==> src/rtl/distcalc_sequencer.sv <==
`default_nettype none
// ============================================================================
// Module   : distcalc_sequencer
// Brief    : Chunk-by-chunk controller for the Euclidean distance datapath:
//            fetch, pipe, accumulate, square root, with a stall watchdog.
// Revision : 1.0
// ============================================================================
module distcalc_sequencer #(
    parameter int VARWIDTH  = 32,
    parameter int PIPEWIDTH = 16,
    parameter int MAXCHUNKS = 64,
    parameter int TIMEOUT   = 1024,
    localparam int CNTW     = $clog2(MAXCHUNKS)
) (
    input  logic                clk,
    input  logic                rst,
    input  logic                start,
    input  logic [CNTW:0]       nchunks,
    output logic                busy,
    output logic                done,
    output logic                err,
    output logic [VARWIDTH-1:0] result,
    output logic                rd_en,
    output logic [CNTW-1:0]     rd_addr,
    input  logic                rd_valid,
    output logic                EN_Pipe,
    output logic                EN_Acc,
    output logic                EN_Sqrt,
    output logic                RST_Acc,
    output logic                RST_Sqrt,
    output logic                PRE_Acc,
    input  logic                RDY_Acc,
    input  logic                RDY_Sqrt,
    input  logic [VARWIDTH-1:0] outval
);

    localparam int WDW = $clog2(TIMEOUT + 1);
    localparam logic [CNTW:0]  c_max_chunks = (CNTW+1)'(MAXCHUNKS);
    localparam logic [WDW-1:0] c_wd_last    = WDW'(TIMEOUT - 1);

    typedef enum logic [2:0] {
        S_IDLE  = 3'd0,
        S_CLR   = 3'd1,
        S_FETCH = 3'd2,
        S_PIPE  = 3'd3,
        S_ACC   = 3'd4,
        S_NEXT  = 3'd5,
        S_SQRT  = 3'd6,
        S_FIN   = 3'd7
    } state_t;

    state_t              r_state;
    state_t              w_next;
    logic [CNTW:0]       r_nchunks;
    logic [CNTW:0]       r_chunk;
    logic [WDW-1:0]      r_wdog;
    logic [VARWIDTH-1:0] r_result;
    logic                r_err;
    logic                w_first;
    logic                w_expired;
    logic                w_timeout;
    logic                w_bad_count;

    // The watchdog is cleared on every state change, so zero marks the first
    // cycle of a wait state; that is when stale ready/valid levels are ignored.
    assign w_first     = (r_wdog == '0);
    assign w_expired   = (r_wdog == c_wd_last);
    assign w_bad_count = (nchunks > c_max_chunks);

    always_comb begin
        w_next    = r_state;
        w_timeout = 1'b0;
        rd_en     = 1'b0;
        EN_Pipe   = 1'b0;
        EN_Acc    = 1'b0;
        EN_Sqrt   = 1'b0;
        RST_Acc   = 1'b0;
        RST_Sqrt  = 1'b0;
        PRE_Acc   = 1'b0;
        done      = 1'b0;
        case (r_state)
            S_IDLE: begin
                if (start) begin
                    if (nchunks == '0 || w_bad_count) w_next = S_FIN;
                    else                              w_next = S_CLR;
                end
            end
            S_CLR: begin
                RST_Acc  = 1'b1;
                RST_Sqrt = 1'b1;
                w_next   = S_FETCH;
            end
            S_FETCH: begin
                rd_en = w_first;
                if (!w_first && rd_valid) begin
                    w_next = S_PIPE;
                end else if (w_expired) begin
                    w_next    = S_FIN;
                    w_timeout = 1'b1;
                end
            end
            S_PIPE: begin
                EN_Pipe = 1'b1;
                w_next  = S_ACC;
            end
            S_ACC: begin
                EN_Pipe = 1'b1;
                EN_Acc  = 1'b1;
                PRE_Acc = (r_chunk != '0);
                if (!w_first && RDY_Acc) begin
                    w_next = S_NEXT;
                end else if (w_expired) begin
                    w_next    = S_FIN;
                    w_timeout = 1'b1;
                end
            end
            S_NEXT: begin
                if ((r_chunk + 1'b1) == r_nchunks) w_next = S_SQRT;
                else                               w_next = S_FETCH;
            end
            S_SQRT: begin
                EN_Sqrt = 1'b1;
                if (!w_first && RDY_Sqrt) begin
                    w_next = S_FIN;
                end else if (w_expired) begin
                    w_next    = S_FIN;
                    w_timeout = 1'b1;
                end
            end
            S_FIN: begin
                done   = 1'b1;
                w_next = S_IDLE;
            end
            default: w_next = S_IDLE;
        endcase
    end

    always_ff @(posedge clk or negedge rst) begin
        if (!rst) begin
            r_state   <= S_IDLE;
            r_nchunks <= '0;
            r_chunk   <= '0;
            r_wdog    <= '0;
            r_result  <= '0;
            r_err     <= 1'b0;
        end else begin
            r_state <= w_next;
            if (w_next != r_state)
                r_wdog <= '0;
            else if (r_state == S_FETCH || r_state == S_ACC || r_state == S_SQRT)
                r_wdog <= r_wdog + 1'b1;

            if (r_state == S_IDLE && start) begin
                r_nchunks <= nchunks;
                r_chunk   <= '0;
                r_result  <= '0;
                r_err     <= w_bad_count;
            end
            if (r_state == S_NEXT)
                r_chunk <= r_chunk + 1'b1;
            // A timeout leaves result at the zero written on accept.
            if (w_timeout)
                r_err <= 1'b1;
            else if (r_state == S_SQRT && w_next == S_FIN)
                r_result <= outval;
        end
    end

    assign busy    = (r_state != S_IDLE);
    assign err     = r_err;
    assign result  = r_result;
    assign rd_addr = r_chunk[CNTW-1:0];

endmodule
`default_nettype wire

==> config.mk <==
export PLATFORM = sky130hd
export DESIGN_NAME = distcalc_sequencer
export DESIGN_NICKNAME = d
export VERILOG_FILES = /design/src/rtl/distcalc_sequencer.sv
export SDC_FILE = /design/constraint.sdc
export NUM_CORES = 1
export LEC_CHECK = 0
export BUFFER_PORTS_ARGS = -buffer_cell sky130_fd_sc_hd__buf_2
export CAP_MARGIN = 20
export CORE_ASPECT_RATIO = 1.1
export CORE_MARGIN = 1.5
export CORE_UTILIZATION = 52
export CTS_CLUSTER_DIAMETER = 50
export CTS_CLUSTER_SIZE = 14
export DETAILED_ROUTE_END_ITERATION = 6
export HOLD_SLACK_MARGIN = 0.03
export PLACE_DENSITY = 0.78
export RECOVER_POWER = 100
export SLEW_MARGIN = 0
export SYNTH_ARGS = -nofsm -noshare
export SYNTH_HDL_FRONTEND = slang
export SYNTH_SLANG_ARGS = --single-unit
==> constraint.sdc <==
create_clock -name clk -period 2.4 [get_ports clk]
set_input_delay 0.12 -clock clk [delete_from_list [all_inputs] [get_ports clk]]
set_output_delay 0.12 -clock clk [all_outputs]
set_load 0.03 [all_outputs]
Word level (Yosys, flattened, before mapping)
Index checks and enable logic that the tools add are counted.
Widths: inputs -> output; s select.
- add/subtract/negate cells: 2
- multiply operators: 0
- div/mod/pow operators: 0
- $lt $le $gt $ge: 1
- equal/unequal tests: 11
- shifts and indexed selects: 0
- mux-type cells: 29
- bitwise gates (word level): 0
- reduce and logical (&&, ||, !) cells: 18
- operator list (kind ; count):
    $mux 32 ; 3
    $pmux 3 s8 ; 1
    $mux 11 ; 2
    $mux 3 ; 7
    $eq 3x3->1 const B ; 5
    $mux 7 ; 2
    $mux 1 ; 13
    $add 11x1->11 const B ; 1
    $eq 11x10->1 const B ; 1
    $logic_not 11->1 ; 1
    $add 7x1->7 const B ; 1
    $eq 7x7->1 ; 1
    $gt 7x7->1 const B ; 1
    $logic_not 7->1 ; 1
    $reduce_bool 7->1 ; 1
    $eq 3x2->1 const B ; 2
    $reduce_bool 2->1 ; 3
    $logic_and 1x1->1 ; 5
    $eq 3x1->1 const B ; 1
    $logic_not 3->1 ; 1
    $logic_or 1x1->1 ; 3
    $ne 3x3->1 ; 1
    $pmux 1 s3 ; 1
    $reduce_bool 3->1 ; 1
    2 further kinds ; 2
- bits in registers: 61
- bits in latches: 0
- RAM bits: 0
- bits in read-only memories: 0
- input port bits: 45
- memories: 0

Depth between registers and ports, before layout
- word-level depth: 9
- gate-level depth with buffers: 9

Worst setup path after synthesis
OpenSTA, ideal clock, no wires.
- path kind: flip-flop to flip-flop
- start: register r_state[2]
- end: register r_result[11] (netlist: result[11])
- library setup time: 0.083 ns
- arrival: 1.702 ns
- setup slack: 0.615 ns
- cell stages (with the launch flop): 9
- period minus slack after synthesis: 1.785 ns
- cell sequence: dfrtp_1 > buf_6 > inv_2 > nor2_1 > and2_1 > buf_2 > clkbuf_1 > nand2_1 > o21ai_0
- cells in the longest elaborated chain, start to end: 7
- elaborated cells between the ends (all ways): 21
- those cells by class: eq/ne: 8; mux: 10; reduce/logical: 3
- ends and longest elaborated chain (element ; line ; source):
    from (decl) ; 52 ; state_t r_state;
    from (signal assigned) ; 147 ; r_state <= w_next;
    $mux 3 ; 97, 112, 125 ;
    $mux 3, on equally long branches ; 123, 110, 95 ;
    $pmux 3 s8 ; 81 ; case (r_state)
    $eq 3x3->1 ; 164 ; else if (r_state == S_SQRT && w_next == S_FIN)
    $logic_and 1x1->1 ; 164 ;
    $mux 32 ; 164 ;
    $mux 32 * ; 162 ; if (w_timeout)
    to (signal assigned) ; 165 ; r_result <= outval;
    to (decl) ; 57 ; logic [VARWIDTH-1:0] r_result;
Mark *: on every way between the ends. The rest lies on a longest branch, timed or not.
A chain may end at the register's enable or synchronous reset.

Worst setup path in the final report
- start: register r_state[2]
- end: register r_wdog[7]
- cells in the longest elaborated chain, start to end: 5
- elaborated cells between the ends (all ways): 19
- those cells by class: eq/ne: 8; mux: 7; reduce/logical: 4
- ends and longest elaborated chain (element ; line ; source):
    $mux 3 ; 97, 112, 125 ;
    $mux 3, on equally long branches ; 123, 110, 95 ;
    $pmux 3 s8 ; 81 ;
    $ne 3x3->1 ; 148 ; if (w_next != r_state)
    $mux 11 / $reduce_bool 2->1 (equally long branches) ; n/a ;
    to (signal assigned) ; 151 ; r_wdog <= r_wdog + 1'b1;
    to (decl) ; 56 ; logic [WDW-1:0] r_wdog;
Parallel ways exist; a longest one is shown, timed or not.

==> impl_metrics.tcl <==
set metrics [dict create \
    outcome "finished, violations left" \
    violations "max-capacitance violations" \
    ff2ff_setup_slack_ns 0.24 \
    yosysSeqAreaShare_pct 47.2 \
    cts_setup_buffers 0 \
    critPathArrivalTime_ns 2.40 \
    ant_nets 0 \
    design.die.area_um2 6700 \
    start_util_pct 55.0 \
    reg2reg_to "r_wdog[7]" \
    clock_latency_ns 0.33 \
    synth_top_family_by_area "simple AND/OR/NAND/NOR gates" \
    cts-htree-levels 3 \
    crit_slowest_cell "nor3_2" \
    p_int_w 0.00280 \
    critical_path.endpoint "r_wdog[7]" \
    routed_wl_um 8010 \
    fin_cells 545 \
    cp.depth 7 \
    netlist_instances 343 \
    combPwrFrac_pct 48.0 \
    start_kind "flip-flop" \
    r2r_start "r_state[2]" \
    grt_pass1_vias 2905 \
    cts.path.max_buffers 2 \
    n_antenna_cell 0 \
    routed_via_density 5.31 \
    yosys_warnings 0 \
    ff2ff_path_depth 7 \
    cts-root-buf "clkbuf_8" \
    dp_hpwl_um 5100 \
    hold_ws_ns 0.0537 \
    synth-adder-area-share_pct 1.55 \
    grt_first_pass_wirelength_um 13400 \
    hold_viol 0 \
    drt_iter0_drc 122 \
    fin_setup_tns_ns 0 \
    synth_area_um2 3230 \
    grt_max_degree 65 \
    power.switching_w 0.00243 \
    placementRows 29 \
    antenna_found_initial 0 \
    cpPeakStageDelay_ns 0.40 \
    cts_tree "yes" \
    setup_viol 0 \
    fin_nets 512 \
    power_frac_clock_pct 18.9 \
    final_util_pct 71.1 \
    skew_ns 0.0104 \
    syn_avg_cell_area_um2 9.43 \
    syn2layout_area_growth_pct 29.2 \
    async_flop_share_pct 100 \
    dieHeight_um 85.7 \
    io_pins 93 \
    path_class "flip-flop to flip-flop" \
    firstDrtPassIters 4 \
    netSwitchingFraction_pct 46.5 \
    crit_buf_inv 2 \
    syn_nets 392 \
    p_leak_nw 1.85 \
    tightest_slew_ns 1.49 \
    vias 2893 \
    period_minus_slack_ns 2.16 \
    worst-path-max-fanout 9 \
    cp-end-kind "flip-flop" \
    synth_xor_area_share_pct 4.88 \
    fp.dieW_um 78.2 \
    synth_enable_flop_cells 0 \
    ys_types 45 \
    place.port_buffers 92 \
    synth-seq-cells 61 \
    synthMuxAreaShare_pct 3.06 \
    worstPathRequired_ns 2.63 \
    cts_buffers 9 \
    grt_usage_pct 25.9 \
    max_freq_ghz 0.462 \
    crit_path_start "r_state[2]" \
    slew_headroom_pct 0.489 \
    ir_worst_vdd_mv 0.734 \
    synthSimpleGateAreaFrac_pct 24.0 \
    final.setup.worst_slack_ns 0.237 \
    cp_common_cell "nor3_1" \
    final_cell_mix "nand2_1, dfrtp_1, clkbuf_1, buf_2, o21ai_0" \
    clkSlewWorstSetupHoldPaths_ns 0.07 \
    dp.cells 492 \
    worst_hold_path_type "input port to flip-flop" \
    synthFlopType "dfrtp_1" \
    crit_chain "clkbuf_1, nor3_2, o21ai_0, nor3_1, a211oi_2, buf_4, nor3_1" \
    hp-start "nchunks[4]" \
    drc 0 \
    gp_congestion 0.877 \
    drv_slew 0 \
    power_density_nw_per_um2 1250 \
    drv_cap 1 \
    path_delay_family "simple AND/OR/NAND/NOR gates" \
    avgRoutedWirePerCell_um 14.7 \
    rsz0062_at_grt "false" \
    seqPwrFrac_pct 33.1 \
    synth-compound-area-share_pct 12.8 \
    coreArea_um2 5880 \
    cts.sinks 61 \
    drive_gt1_share_pct 20.3 \
    overflow 0 \
    layout_commonest_cell "nand2_1" \
    finalCritPeriodShare_pct 90.1 \
    place_ws_ns 0.0298 \
]
==> final cells by class <==
| cell class | instances | area, um2 |
|---|---|---|
| inverter | 12 | 45.0 |
| sequential | 61 | 1530 |
| fill | 483 | 1700 |
| timing repair buffer | 137 | 837 |
| multi-input combinational | 242 | 1460 |
| clock inverter | 6 | 87.6 |
| tap | 77 | 96.3 |
| clock buffer | 10 | 128 |
==> registers in the layout, indices dropped and copies added, names as in the netlist <==
name,cells
r_state,3
err,1
r_chunk,7
result,32
r_nchunks,7
r_wdog,11
==> per-layer routing <==
layer	vias to the layer above	routed length (um)	part of all wire [%]	global-route usage [%]
met5	-	0	0	0
met4	0	168	2.1	11.0
met3	21	447	5.6	6.60
met2	101	4010	50	43.5
met1	1368	3380	42	31.7
li1	1403	-	-	-
==> synth_stat cells (6+ instances only) <==
cell,number,area (um2)
clkbuf_1,12,45.0
nor3_2,11,110
inv_1,9,33.8
nand2_1,79,297
nand3_1,8,40.0
nor2_1,12,45.0
buf_4,8,60.1
a31oi_1,6,37.5
xor2_1,9,78.8
mux2_2,7,78.8
dfrtp_1,61,1530
o21ai_0,43,215
xnor2_1,9,78.8
==> power groups by stage <==
stage | registers [W] | clock network, W | logic [W]
final | 0.00173 | 0.000987 | 0.00251
after global routing | 0.00178 | 0.00106 | 0.00272
after CTS | 0.00171 | 0.00101 | 0.00263
after detailed placement | 0.00172 | 0 | 0.00258
after global placement | 0.00170 | 0 | 0.00251
after floorplan | 0.00222 | 0 | 0.00144
==> worst reg2reg max path, stage by stage, from the launching register on <==
cell and delay [ns]:
dfrtp_1 0.38, clkbuf_1 0.24, nor3_2 0.40, o21ai_0 0.16, nor3_1 0.35, a211oi_2 0.13, buf_4 0.20, nor3_1 0.21
==> worst min-delay path by stage <==
stage	to	cells after the start
after CTS	r_nchunks[0]	2
after global routing	r_nchunks[4]	2
after global placement	result[22]	3
final	r_nchunks[4]	2
after floorplan	err	0
after detailed placement	r_state[1]	2
==> metrics by stage <==
| stage | instance area [um2] | power (W) |
|---|---|---|
| 6_report | 4180 | 0.00523 |
| 5_1_grt | 4180 | 0.00557 |
| 4_1_cts | 4260 | 0.00535 |
| 3_5_place_dp | 3700 | 0.00430 |
| 3_3_place_gp | 3700 | 0.00421 |
| 2_1_floorplan | 3230 | 0.00365 |
==> logic make-up after synthesis <==
group / count (synthesis)
AO/OA/AOI/OAI: 66
XOR/XNOR: 18
adder cells (fa/ha/maj): 4
buffers and inverters: 40
flip-flops: 61
multiplexers: 9
AND/OR/NAND/NOR: 145
==> timing repair <==
item	CTS	global route
hold buffers	34	2
endpoints found under the hold margin	94	2
resized for setup	0	0
setup endpoints to repair	0	0
(Power assumes the default switching activity.)
